<file path="config.mk">
export PLATFORM = sky130hd
export DESIGN_NAME = video_ram_arbiter
export DESIGN_NICKNAME = d
export VERILOG_FILES = /design/src/rtl/video_ram_arbiter.sv
export SDC_FILE = /design/constraint.sdc
export NUM_CORES = 1
export LEC_CHECK = 0
export ABC_AREA = 0
export CAP_MARGIN = 20
export CORE_MARGIN = 1
export CORE_UTILIZATION = 42
export DETAILED_ROUTE_END_ITERATION = 10
export PLACE_DENSITY_LB_ADDON = 0.25
export SYNTH_ARGS = -nofsm -noshare
export SYNTH_HDL_FRONTEND = slang
export SYNTH_SLANG_ARGS = --single-unit
</file>
<file path="constraint.sdc">
create_clock -name vga_clk -period 3.7 [get_ports vga_clk]
set_clock_uncertainty 0.1 [all_clocks]
set_input_delay 0.74 -clock vga_clk [delete_from_list [all_inputs] [get_ports vga_clk]]
set_output_delay 0.74 -clock vga_clk [all_outputs]
set_load 0.01 [all_outputs]
</file>
<file path="src/rtl/video_ram_arbiter.sv">
// Single-port video RAM arbiter: scan-out fetches get absolute priority,
// CPU writes fill the free slots. All state advances on the falling edge of vga_clk.
module video_ram_arbiter #(
    parameter int unsigned             ADDR_W      = 15,
    parameter logic [ADDR_W-1:0]       FB_BASE     = 15'h0800,
    parameter int unsigned             LINE_STRIDE = 256,
    parameter int unsigned             H_PIXELS    = 160,
    parameter int unsigned             V_ROWS      = 120,
    parameter int unsigned             REP         = 4
) (
    input  logic              vga_clk,
    input  logic              reset_n,
    input  logic              blank_n,
    input  logic              VS,
    input  logic              cpu_req,
    input  logic [ADDR_W-1:0] cpu_addr,
    input  logic [7:0]        cpu_wdata,
    output logic              cpu_ack,
    output logic [ADDR_W-1:0] ram_addr,
    output logic [7:0]        ram_wdata,
    output logic              ram_we,
    output logic              ram_re,
    input  logic [7:0]        ram_rdata,
    output logic [7:0]        pixel,
    output logic              pixel_valid
);

    localparam int unsigned PH_W  = (REP > 1)      ? $clog2(REP)      : 1;
    localparam int unsigned X_W   = (H_PIXELS > 1) ? $clog2(H_PIXELS) : 1;
    localparam int unsigned ROW_W = (V_ROWS > 1)   ? $clog2(V_ROWS)   : 1;

    localparam logic [PH_W-1:0]  PH_MAX  = PH_W'(REP - 1);
    localparam logic [X_W-1:0]   X_MAX   = X_W'(H_PIXELS - 1);
    localparam logic [ROW_W-1:0] ROW_MAX = ROW_W'(V_ROWS - 1);

    typedef enum logic [1:0] {
        IDLE,
        VID_RD,
        CPU_WR
    } state_t;

    state_t             state, state_n;
    logic [PH_W-1:0]    phase;
    logic [X_W-1:0]     x;
    logic [PH_W-1:0]    rep;
    logic [ROW_W-1:0]   row;
    logic               blank_q, blank_q2;
    logic [ADDR_W-1:0]  vid_addr;
    logic [ADDR_W-1:0]  addr_n;
    logic [7:0]         wdata_n;

    assign vid_addr = FB_BASE + ADDR_W'(row) * ADDR_W'(LINE_STRIDE) + ADDR_W'(x);

    // Scan position: phase/x within a row, rep/row across scan lines.
    always_ff @(negedge vga_clk or negedge reset_n) begin
        if (!reset_n) begin
            phase    <= '0;
            x        <= '0;
            rep      <= '0;
            row      <= '0;
            blank_q  <= 1'b0;
            blank_q2 <= 1'b0;
        end else begin
            blank_q  <= blank_n;
            blank_q2 <= blank_q;

            if (blank_n) begin
                if (phase == PH_MAX) begin
                    phase <= '0;
                    if (x != X_MAX) x <= x + 1'b1;
                end else begin
                    phase <= phase + 1'b1;
                end
            end else begin
                phase <= '0;
                x     <= '0;
            end

            if (!VS) begin
                rep <= '0;
                row <= '0;
            end else if (blank_q && !blank_n) begin
                if (rep == PH_MAX) begin
                    rep <= '0;
                    if (row != ROW_MAX) row <= row + 1'b1;
                end else begin
                    rep <= rep + 1'b1;
                end
            end
        end
    end

    // Slot decision for the RAM cycle launched at this edge.
    always_comb begin
        state_n = IDLE;
        addr_n  = ram_addr;
        wdata_n = ram_wdata;
        if (blank_n && phase == '0) begin
            state_n = VID_RD;
            addr_n  = vid_addr;
        end else if (cpu_req && !cpu_ack) begin
            state_n = CPU_WR;
            addr_n  = cpu_addr;
            wdata_n = cpu_wdata;
        end
    end

    always_ff @(negedge vga_clk or negedge reset_n) begin
        if (!reset_n) begin
            state       <= IDLE;
            ram_addr    <= '0;
            ram_wdata   <= '0;
            ram_we      <= 1'b0;
            ram_re      <= 1'b0;
            cpu_ack     <= 1'b0;
            pixel       <= '0;
            pixel_valid <= 1'b0;
        end else begin
            state     <= state_n;
            ram_addr  <= addr_n;
            ram_wdata <= wdata_n;
            ram_re    <= (state_n == VID_RD);
            ram_we    <= (state_n == CPU_WR);
            cpu_ack   <= (state_n == CPU_WR);

            // Clear two edges after blank falls so pixel tracks the 2-clock-delayed blank.
            if (!blank_q && blank_q2) begin
                pixel       <= '0;
                pixel_valid <= 1'b0;
            end else if (state == VID_RD) begin
                pixel       <= ram_rdata;
                pixel_valid <= 1'b1;
            end
        end
    end

endmodule

</file>
# [After elaboration in Yosys (flattened, before gate mapping)]
# Index checks and enable logic that the tools add are counted.
[word_totals] reg_bits=57 in_bits=36 out_inout_bits=35 wordCells=65
[classes] n_addsub=6 eq_ne=12 mux=20 bitwise_logic=1 reduce_logical=13
[ops] operator="$mux W8" n=5
[ops] operator="$mux W15" n=2
[ops] operator="$mux W7" n=4
[ops] operator="$add A12 B15 Y15 const A" n=1
[ops] operator="$add A15 B8 Y15" n=1
[ops] operator="$mux W2" n=7
[ops] operator="$ne A2 B1 Y1 const B" n=5
[ops] operator="$add A8 B1 Y8 const B" n=1
[ops] operator="$ne A8 B8 Y1 const B" n=1
[ops] operator="$add A7 B1 Y7 const B" n=1
[ops] operator="$ne A7 B7 Y1 const B" n=1
[ops] operator="$eq A2 B2 Y1 const B" n=3
[ops] operator="$add A2 B1 Y2 const B" n=2
[ops] operator="$eq A2 B1 Y1 const B" n=2
[ops] operator="$logic_and A1 B1 Y1" n=4
[ops] operator="$reduce_and A2 Y1" n=2
[ops] operator="$reduce_bool A2 Y1" n=2
[ops] operator="$logic_not A1 Y1" n=3
[ops] operator="$reduce_and A3 Y1" n=1
[ops] operator="$logic_not A2 Y1" n=1
[ops] operator="$mux W1" n=2
[ops] operator="$not A1 Y1" n=1

# [Logic depth before layout (Yosys ltp)]
[logic_depth] ltp_word=5 ltp_mapped=7 mapped_depth_nobuf=6

==> results.md <==
- Seq cells post-synth: 56
- Top delay family on crit path: flip-flops
- Met1 WL: 2430 microns
- Synthesized area: 2530 sq um
- Largest net degree at the start of global routing: 57
- CTS tree: built
- Inst Count DP: 375
- Pre-antenna DRT Iters: 4
- Routed WL: 5000 microns
- Hold EP: phase[0]
- Crit Reg-Reg Endpoint: row[0]
- H-tree levels: 2
- Hold Crit Class: reg -> reg
- Setup TNS: 0 ns
- Netlist cell types: 37
- PwrDens: 415 nW/um^2
- P&R area growth vs syn: 36.7%
- Fin. max-slew vios: 0
- First-pass GRT wire length: 8250 microns
- Max layer used: met4
- Reg2Reg Depth: 5
- Worst Path Buf+Inv: 1
- Slew headroom: 59.5%
- Power Total: 1.44 mW
- Io pins: 71
- Slowest cell on crit path: dfrtn_1
- Status: finished, final reports clean
- Peak supply drop: 0.253 mV
- Sequential area share after synthesis: 55.4%
- Via density: 4.93
- WP data arrival: 2.83 ns
- Peak fanout along the critical path: 2
- R2r startpoint: row[0]
- Post-route cell area: 3460 sq um
- Die Height: 79.6 microns
- Net count, final: 353
- Gr ovfl total: 0
- Crit-path max cell delay: 0.42 ns
- Die area: 6340 sq um
- Commonest non-fill, non-tap cell in the layout: dfrtn_1
- Syn avg cell area: 10.8 sq um
- N_diodes: 0
- Root buf cell: clkbuf_8
- Worst-Skew Late Latency: 0.30 ns
- DR WL met3: 268 microns
- Cell chain of the critical path: clkdlybuf4s15_1
- Hold Crit Start: phase[0]
- Layout cells sized above 1: 13.5%
- All-Layer GR Usage: 16.8%
- Setup CP Type: reg -> out
- CP Launch Type: flop
- WHS Path Cells: 1
- Setup slack, reg-to-reg: 1.95 ns
- Placer Congestion: 0.769
- Std cell rows: 27
- Vias: 1895
- Hpwl dp: 3660 microns
- Worst setup EP type: primary output
- Syn nets: 277
- Avg WL per Cell: 13.0 microns
- Leak: 1.65 nW
- CP required: 2.86 ns
- Initial DRC count: 39
- Worst-path clk slew: 0.07 ns
- Worst slew pin tran: 0.606 ns
- Antenna violations before repair: 0
- Area after DPL: 3370 sq um
- CTS sink count: 56
- Final hold vios: 0
- Finished Layout Cells: 384
- Die Span X: 79.6 microns
- Starting Density: 44.9%
- DRT antenna net count: 0
- CTS buffer count: 5
- Port Buffers: 70
- CORE AREA: 5640 sq um
- Final setup vio count: 0
- Final core occ: 61.3%
- CTS Buffer Depth: 2
- Ys Warns: 0
- Max Cap Violations: 0
- Metal2 WL: 2270 microns
- Most frequent cells in the layout: dfrtn_1, clkdlybuf4s50_1, nand2_1
- Number of global-route vias before repair: 1776
- DRC: 0
- Cells after Synth: 235
==> stage by stage <==
step | setup WS [ns] | hold WS, ns
finish | 0.0297 | 0.306
global route | -0.00700 | 0.337
CTS | 0.00337 | 0.313
detailed placement | -0.495 | 0.308
global placement | -0.466 | 0.296
floorplan | 0.00647 | 0.239
==> sequential cells by signal (all words and copies together) (netlist names) <==
name	cells
pixel_valid	1
state	1
blank_q2	1
phase	2
rep	2
ram_addr	15
row	7
ram_wdata	8
x	8
blank_q	1
pixel	8
ram_re	1
ram_we	1
==> synthesized netlist by cell type <==
master | count | area share [%]
nand2_1 | 28 | 4.2
nor3b_1 | 1 | 0.30
mux2i_1 | 15 | 5.9
nor2_1 | 16 | 2.4
nand2_2 | 1 | 0.25
buf_2 | 3 | 0.59
a21o_1 | 2 | 0.59
nand3_1 | 5 | 0.99
dfrtn_1 | 56 | 55
ha_1 | 6 | 3.0
nor3_1 | 1 | 0.20
xnor2_1 | 5 | 1.7
or4b_1 | 2 | 0.79
o21ai_0 | 9 | 1.8
or2_2 | 1 | 0.25
o41ai_4 | 1 | 1.1
nor2b_1 | 5 | 1.2
clkbuf_1 | 8 | 1.2
mux2_2 | 9 | 4.0
buf_1 | 1 | 0.15
a21oi_1 | 22 | 4.4
or3_2 | 1 | 0.30
inv_1 | 6 | 0.89
and2_1 | 8 | 2.0
o31ai_1 | 1 | 0.30
xor2_1 | 3 | 1.0
a31oi_1 | 1 | 0.25
nand2b_1 | 4 | 0.99
buf_4 | 1 | 0.30
a21boi_1 | 1 | 0.30
and3b_2 | 1 | 0.40
o211ai_1 | 1 | 0.30
nand4_1 | 5 | 1.2
and4_1 | 1 | 0.35
and3_1 | 2 | 0.49
nand4bb_1 | 1 | 0.44
o21ai_1 | 1 | 0.20
==> how the worst max path moves through the flow <==
stage           startpoint            to  cells after the start
3_3_place_gp       blank_n        row[6]                      5
5_1_grt        ram_addr[9]   ram_addr[9]                      1
6_report       ram_addr[9]   ram_addr[9]                      1
2_1_floorplan      cpu_req  ram_wdata[0]                      5
3_5_place_dp       blank_n        row[6]                      5
4_1_cts        ram_addr[8]   ram_addr[8]                      1
==> logic make-up (layout without fill, tap and decap cells) <==
logic type,count (synthesis),after routing,synth area share (%)
flops,56,56,55.4
simple gates,83,83,16.7
fa+ha+maj,6,6,2.97
xor+xnor,8,8,2.77
mux,24,24,9.94
compound gates,39,39,9.15
buf+inv,19,96,3.11
==> power by group <==
part	leakage (nW)	internal [mW]	switching (mW)
clock	0.0541	0.201	0.197
combinational	0.883	0.173	0.140
sequential	0.716	0.689	0.0369
==> per-layer routing <==
layer,global-route usage [%],up-vias
met3,3.77,2
met5,0,-
li1,-,950
met4,4.36,0
met1,23.1,900
met2,26.5,43
==> area by class of cell <==
| cell class | instances | area, sq um |
|---|---|---|
| tap | 72 | 90.1 |
| multi-input combinational | 160 | 1060 |
| inverter | 6 | 22.5 |
| timing repair buffer | 82 | 773 |
| clock inverter | 3 | 42.5 |
| fill | 478 | 2180 |
| clock buffer | 5 | 68.8 |
| sequential | 56 | 1400 |
==> repair_timing <==
item                                    4_1_cts  5_1_grt
pin swaps                                     0        1
gates resized for setup                      39       37
hold buffers                                  0        0
buffers inserted                              1        1
endpoints found under the hold margin         0        0
endpoints found under the setup margin       51       43
Note: power is estimated with default switching activity, not from simulation.
